File: src/rtl/digit_buffer.sv
// digit_buffer: small first-word fall-through FIFO for digit codes produced by
// the result conversion stage. Captures one digit per digit_clk rising edge,
// exposes the head digit to the host, and keeps sticky overflow and
// character-toggle error flags.
module digit_buffer #(
  parameter int DEPTH = 4,
  parameter int WIDTH = 8
) (
  input  logic                     clk,
  input  logic                     reset,
  input  logic                     digit_clk,
  input  logic [WIDTH-1:0]         din,
  input  logic                     din_flag,
  input  logic                     rd_req,
  input  logic                     clr_err,
  output logic [WIDTH-1:0]         dout,
  output logic                     dout_valid,
  output logic                     full,
  output logic [$clog2(DEPTH):0]   count,
  output logic                     overflow,
  output logic                     flag_err
);

  localparam int AW = $clog2(DEPTH);
  localparam logic [AW:0] CNT_FULL = (AW+1)'(DEPTH);
  localparam logic [AW:0] CNT_ONE  = (AW+1)'(1);
  localparam logic [AW-1:0] PTR_ONE = AW'(1);

  logic [WIDTH-1:0] mem [DEPTH];
  logic [AW-1:0]    wr_ptr;
  logic [AW-1:0]    rd_ptr;
  logic             digit_clk_d;
  logic             armed;
  logic             last_flag;
  logic             push;
  logic             pop;
  logic             store;
  logic             drop;

  // armed stays low after reset until digit_clk has been seen low, so a strobe
  // already high at reset release is not mistaken for a new digit.
  always_comb begin
    push  = digit_clk & ~digit_clk_d & armed;
    pop   = rd_req & dout_valid;
    store = push & (~full | pop);
    drop  = push & full & ~pop;
  end

  // Strobe edge detection state.
  always_ff @(posedge clk or posedge reset) begin
    if (reset) begin
      digit_clk_d <= 1'b0;
      armed       <= 1'b0;
    end else begin
      digit_clk_d <= digit_clk;
      armed       <= armed | ~digit_clk;
    end
  end

  // Pointer and occupancy bookkeeping; pointers wrap naturally at DEPTH.
  always_ff @(posedge clk or posedge reset) begin
    if (reset) begin
      wr_ptr <= '0;
      rd_ptr <= '0;
      count  <= '0;
    end else begin
      if (store) wr_ptr <= wr_ptr + PTR_ONE;
      if (pop)   rd_ptr <= rd_ptr + PTR_ONE;
      case ({store, pop})
        2'b10:   count <= count + CNT_ONE;
        2'b01:   count <= count - CNT_ONE;
        default: count <= count;
      endcase
    end
  end

  // Digit storage; contents are intentionally not reset.
  always_ff @(posedge clk) begin
    if (store) mem[wr_ptr] <= din;
  end

  // Sticky error flags; a set in the same cycle as clr_err wins.
  always_ff @(posedge clk or posedge reset) begin
    if (reset) begin
      overflow  <= 1'b0;
      flag_err  <= 1'b0;
      last_flag <= 1'b0;
    end else begin
      overflow <= drop | (overflow & ~clr_err);
      flag_err <= (push & (din_flag == last_flag)) | (flag_err & ~clr_err);
      if (push) last_flag <= din_flag;
    end
  end

  assign dout       = mem[rd_ptr];
  assign dout_valid = (count != '0);
  assign full       = (count == CNT_FULL);

endmodule

File: config.mk
export PLATFORM = sky130hd
export DESIGN_NAME = digit_buffer
export DESIGN_NICKNAME = d
export VERILOG_FILES = /design/src/rtl/digit_buffer.sv
export SDC_FILE = /design/constraint.sdc
export NUM_CORES = 1
export LEC_CHECK = 0
export CAP_MARGIN = 20
export CORE_AREA = 2 2 58 87
export DETAILED_ROUTE_END_ITERATION = 16
export DIE_AREA = 0 0 60 89
export PLACE_DENSITY = 0.68
export SLEW_MARGIN = 10
export SYNTH_ARGS = -nofsm -noshare
export SYNTH_HDL_FRONTEND = slang
export SYNTH_SLANG_ARGS = --single-unit
File: constraint.sdc
create_clock -name clk -period 3.01 [get_ports clk]
set_input_delay 0.7525 -clock clk [delete_from_list [all_inputs] [get_ports clk]]
set_output_delay 0.7525 -clock clk [all_outputs]
set_load 0.1 [all_outputs]
==> flow_metrics.env, run 1 <==
export IMPL_synth_area_top_cells="edfxtp_1 (54%), dfrtp_1 (17%), mux4_2 (10%)"
export IMPL_cts_setup_buffers=0
export IMPL_remaining_drc_errors=0
export IMPL_rsz0062_at_grt="false"
export IMPL_row_count=30
export IMPL_overflow=0
export IMPL_numCtsBuffers=5
export IMPL_async_flop_share_pct=27.27
export IMPL_setup_viol=0
export IMPL_fin_nets=147
export IMPL_insertion_delay_ns=0.29
export IMPL_grt_pass1_wl_um=4830
export IMPL_synth_seq_cells=44
export IMPL_cts_resized=0
export IMPL_hold_viol=0
export IMPL_crit_fanout=7
export IMPL_grt_pass1_vias=975
export IMPL_grt_max_degree=14
export IMPL_worst_setup_path_type="in -> reg"
export IMPL_ys_types=25
export IMPL_port_buffers=28
export IMPL_vias=902
export IMPL_syn_avg_cell_area_um2=19.01
export IMPL_ant_nets=0
export IMPL_vias_per_cell=4.698
export IMPL_numClockSinks=44
export IMPL_dieArea_um2=5340
export IMPL_clock_skew_ns=0.006731
export IMPL_fp_dieH_um=89
export IMPL_max_freq_ghz=0.3693
export IMPL_timing_hold_ws_ns=0.5334
export IMPL_seq_area_um2=1261
export IMPL_dp_worst_setup_slack_ns=-0.002726
export IMPL_cts_htree_levels=2
export IMPL_ys_seq_area_share_pct=70.59
export IMPL_ios=29
export IMPL_path_clk_slew_ns=0.08
export IMPL_track_usage_pct=12.42
export IMPL_root_buffer="clkbuf_8"
export IMPL_final_min_clock_period_ns=2.708
export IMPL_core_area_um2=4542
export IMPL_synth_top_area_share_pct=53.78
export IMPL_syn_inst=94
export IMPL_layout_drive_gt1_share_pct=29.69
export IMPL_wirelength_um=2963
export IMPL_setup_slack_ns=0.3025
export IMPL_die_w_um=60
export IMPL_cp_arrival_ns=2.92
export IMPL_clk_path_buf_depth=2
export IMPL_start_util_pct=39.34
export IMPL_first_iter_violations=17
export IMPL_yosys_warnings=0
export IMPL_synthTopCellsByCount="edfxtp_1 (32), dfrtp_1 (12), inv_1 (8), mux4_2 (8), ha_1 (5)"
export IMPL_slew_headroom_pct=58.87
export IMPL_diodes=0
export IMPL_yosysTopAreaCell="edfxtp_1"
export IMPL_antenna_found_initial=0
export IMPL_yosys_most_used_dff="edfxtp_1"
export IMPL_slew_viol_final=0
export IMPL_critical_path_required_ns=3.22
export IMPL_synthMostInstantiatedCell="edfxtp_1"
export IMPL_gp_congestion=0.6449
export IMPL_synth_edf_count=32
export IMPL_fin_crit_sh_pct=89.95
export IMPL_dp_hpwl_um=2138
export IMPL_first_pass_iters=4
export IMPL_drv_cap=0
export IMPL_fin_tns_setup_ns=0
export IMPL_worst_setup_path_start_kind="input port"
export IMPL_worstMarginPinSlew_ns=0.6169
export IMPL_hp_class="reg -> reg"
export IMPL_fill_cells=388
export IMPL_syn_area_um2=1787
export IMPL_multi_input_area_um2=483.0
export IMPL_synthToLayoutAreaGrowth_pct=23.60
export IMPL_crit_path_end_kind="flip-flop"
export IMPL_cts_hold_buf=0
export IMPL_status="finished, final reports clean"
export IMPL_syn_nets=114
export IMPL_detail_route_wl_per_cell_um=15.43
export IMPL_cts_tree="done"
[registers in the layout, summed over array words and instances (netlist names)]
name         flops
count            3
digit_clk_d      1
rd_ptr           2
flag_err         1
last_flag        1
armed            1
wr_ptr           2
mem             32
overflow         1
[kinds of logic (layout without fill, tap and decap cells)]
family	count (synthesis)	after routing	share of synthesized area, %
AO/OA/AOI/OAI	3	3	1.260
buffers and inverters	11	45	2.380
flip-flops	44	44	70.59
XOR/XNOR	7	7	3.431
multiplexers	11	11	12.11
adder cells (fa/ha/maj)	6	6	4.622
AND/OR/NAND/NOR	12	12	5.602
[worst paths after layout]
kind,from,slack [ns],to,depth (start not counted)
max,rd_req,0.30,count[2],10
min,last_flag,0.53,last_flag,1
max reg2reg,count[1],0.68,count[2],9
min reg2reg,last_flag,0.53,last_flag,1
max in group asynchronous,reset,1.92,rd_ptr[1],2
min in group asynchronous,reset,0.78,wr_ptr[0],2
[through the flow]
stage / cells / util [%] / area (µm²)
after global routing: 192 / 48.62 / 2208
after floorplan: 94 / - / 1787
final: 192 / 48.62 / 2208
after detailed placement: 184 / 46.25 / 2101
after CTS: 192 / 48.62 / 2208
after global placement: 184 / 46.25 / 2101
[worst max-delay path: stages]
cell and delay (ns):
clkdlybuf4s50_1 0.42, or4b_4 0.49, nor2b_4 0.17, inv_2 0.05, ha_1 0.17, inv_1 0.06
fa_1 0.37, xor2_1 0.15, nor2_1 0.11, xor2_1 0.16
[cell type report]
cell class                      count  share of cell area, %
Clock buffer                        6                  3.286
Timing Repair Buffer               28                  10.99
Tap cell                           64                  3.626
Inverter                            9                  1.530
Clock inverter                      2                  1.586
Sequential cell                    44                  57.11
Multi-Input combinational cell     39                  21.87
[layout by cell type, fill, tap and decap left out]
master            n
mux2i_1           1
o31a_2            1
clkbuf_8          5
bufinv_16         1
and2_1            4
clkbuf_1          1
and3_1            1
inv_2             1
ha_1              5
or4b_4            1
xor2_1            4
nor2_1            1
o22ai_1           2
edfxtp_1         32
inv_1             8
nand2_1           1
nand3b_4          1
nand2b_1          1
buf_4            15
fa_1              1
clkinv_2          1
mux2_4            1
or3_2             1
dfrtp_1          12
mux2_2            1
xnor2_1           3
mux4_2            8
clkdlybuf4s50_1  13
nor2b_4           1
[per-layer routing]
layer / GRT usage [%] / up-vias / share of wire [%]
met3: 2.894 / 4 / 3.6
met4: 4.242 / 0 / 0.98
met1: 13.87 / 459 / 41
met5: 0 / - / 0
li1: - / 410 / -
met2: 22.63 / 29 / 55
Power of run 1 is not shown: default switching activity piles up to over one toggle a cycle in this logic, so the estimate is an artifact.
==> inputs of run 2 (changes only) <==
Settings changed: RECOVER_POWER set to 100.
==> flow_metrics.env, run 2 (same netlist as run 1, synthesis figures left out) <==
export IMPL_diodes=0
export IMPL_critical_path_required_ns=2.26
export IMPL_clock_skew_ns=0.007371
export IMPL_largest_reg_flops=32
export IMPL_grt_max_degree=14
export IMPL_insertion_delay_ns=0.29
export IMPL_top_regs="mem x32, count x3"
export IMPL_cts_setup_buffers=0
export IMPL_ios=29
export IMPL_final_min_clock_period_ns=2.754
export IMPL_fin_nets=147
export IMPL_port_buffers=28
export IMPL_rsz0062_at_grt="false"
export IMPL_worst_setup_path_start_kind="flip-flop"
export IMPL_numClockSinks=44
export IMPL_synthToLayoutAreaGrowth_pct=20.10
export IMPL_postLayoutCellArea_um2=2146
export IMPL_wirelength_um=2945
export IMPL_hold_viol=0
export IMPL_overflow=0
export IMPL_die_w_um=60
export IMPL_clk_path_buf_depth=2
export IMPL_cts_hold_buf=0
export IMPL_first_iter_violations=15
export IMPL_fin_cells=192
export IMPL_layout_cells_most_common="edfxtp_1"
export IMPL_hp_class="reg -> reg"
export IMPL_top_register="mem"
export IMPL_numCtsBuffers=5
export IMPL_crit_fanout=10
export IMPL_crit_path_end_kind="output pin"
export IMPL_remaining_drc_errors=0
export IMPL_dpl_cell_area_um2=2101
export IMPL_core_area_um2=4542
export IMPL_dp_hpwl_um=2138
export IMPL_detail_route_wl_per_cell_um=15.34
export IMPL_layout_drive_gt1_share_pct=21.88
export IMPL_start_util_pct=39.34
export IMPL_cts_tree="done"
export IMPL_slew_viol_final=0
export IMPL_worst_setup_path_type="reg -> out"
export IMPL_dieArea_um2=5340
export IMPL_cts_htree_levels=2
export IMPL_first_pass_iters=4
export IMPL_post_route_util_pct=47.25
export IMPL_dp_cells=184
export IMPL_fp_dieH_um=89
export IMPL_antenna_found_initial=0
export IMPL_grt_pass1_wl_um=4830
export IMPL_drv_cap=0
export IMPL_grt_pass1_vias=975
export IMPL_worstMarginPinSlew_ns=1.171
export IMPL_row_count=30
export IMPL_path_clk_slew_ns=0.07
export IMPL_vias_per_cell=4.719
export IMPL_slew_headroom_pct=22.30
export IMPL_root_buffer="clkbuf_8"
export IMPL_fill_cells=405
export IMPL_setup_viol=0
export IMPL_max_freq_ghz=0.3632
export IMPL_vias=906
export IMPL_fin_crit_sh_pct=91.48
export IMPL_cp_arrival_ns=2.00
export IMPL_mostFrequentLayoutCells="edfxtp_1 (32), dfrtp_1 (12), dlygate4sd3_1 (10), inv_1 (9)"
export IMPL_ant_nets=0
export IMPL_track_usage_pct=12.42
export IMPL_cts_resized=0
export IMPL_gp_congestion=0.6449
export IMPL_status="finished, final reports clean"
[run 2: cell types whose count changed in the layout (fill, tap and decap cells not counted), moves of 4 or more]
| cell | delta |
|---|---|
| clkdlybuf4s50_1 | -10 |
| and2_1 | -4 |
| buf_4 | -14 |
| clkbuf_1 | +6 |
| clkbuf_2 | +8 |
| dlygate4sd3_1 | +10 |
| and2_0 | +4 |
[run 2: path summary, 6_finish.rpt]
| kind | from | to | slack (ns) | cells after the start |
|---|---|---|---|---|
| hold reg to reg | armed | armed | 0.49 | 1 |
| setup / recovery | rd_ptr[0] | dout[6] | 0.26 | 2 |
| hold / removal | armed | armed | 0.49 | 1 |
| setup reg to reg | count[1] | count[2] | 0.65 | 9 |
| max in group asynchronous | reset | rd_ptr[1] | 1.78 | 2 |
| min in group asynchronous | reset | wr_ptr[0] | 0.91 | 2 |
[run 2: critical path, stage by stage (launching register included)]
cell      delay [ns]
dfrtp_1         0.74
mux4_2          0.59
clkbuf_2        0.38
[run 2: cell type report]
cell class	instances	area, µm²	area share (%)
multi-input cells	39	462.9	21.57
clock inverters	2	35.03	1.633
well taps	64	80.08	3.732
flip-flops and latches	44	1261	58.78
repair buffers	28	200.2	9.329
inverters	9	33.78	1.574
clock buffers	6	72.57	3.382
[run 2: stage by stage]
step	setup TNS [ns]	hold slack (ns)	setup slack, ns
2_1_floorplan	0	0.4983	0.2537
3_3_place_gp	0	0.5077	0.09102
3_5_place_dp	-0.002726	0.5204	-0.002726
4_1_cts	0	0.5383	0.2972
5_1_grt	0	0.5225	0.1236
6_report	0	0.4937	0.2564
[run 2: layer usage]
layer | share of wire [%] | vias to the layer above | track usage, %
met5 | 0 | - | 0
met1 | 41 | 462 | 13.87
met4 | 0.98 | 0 | 4.242
met3 | 3.7 | 4 | 2.894
li1 | - | 411 | -
met2 | 55 | 29 | 22.63
Power of run 2 is left out for the same reason.
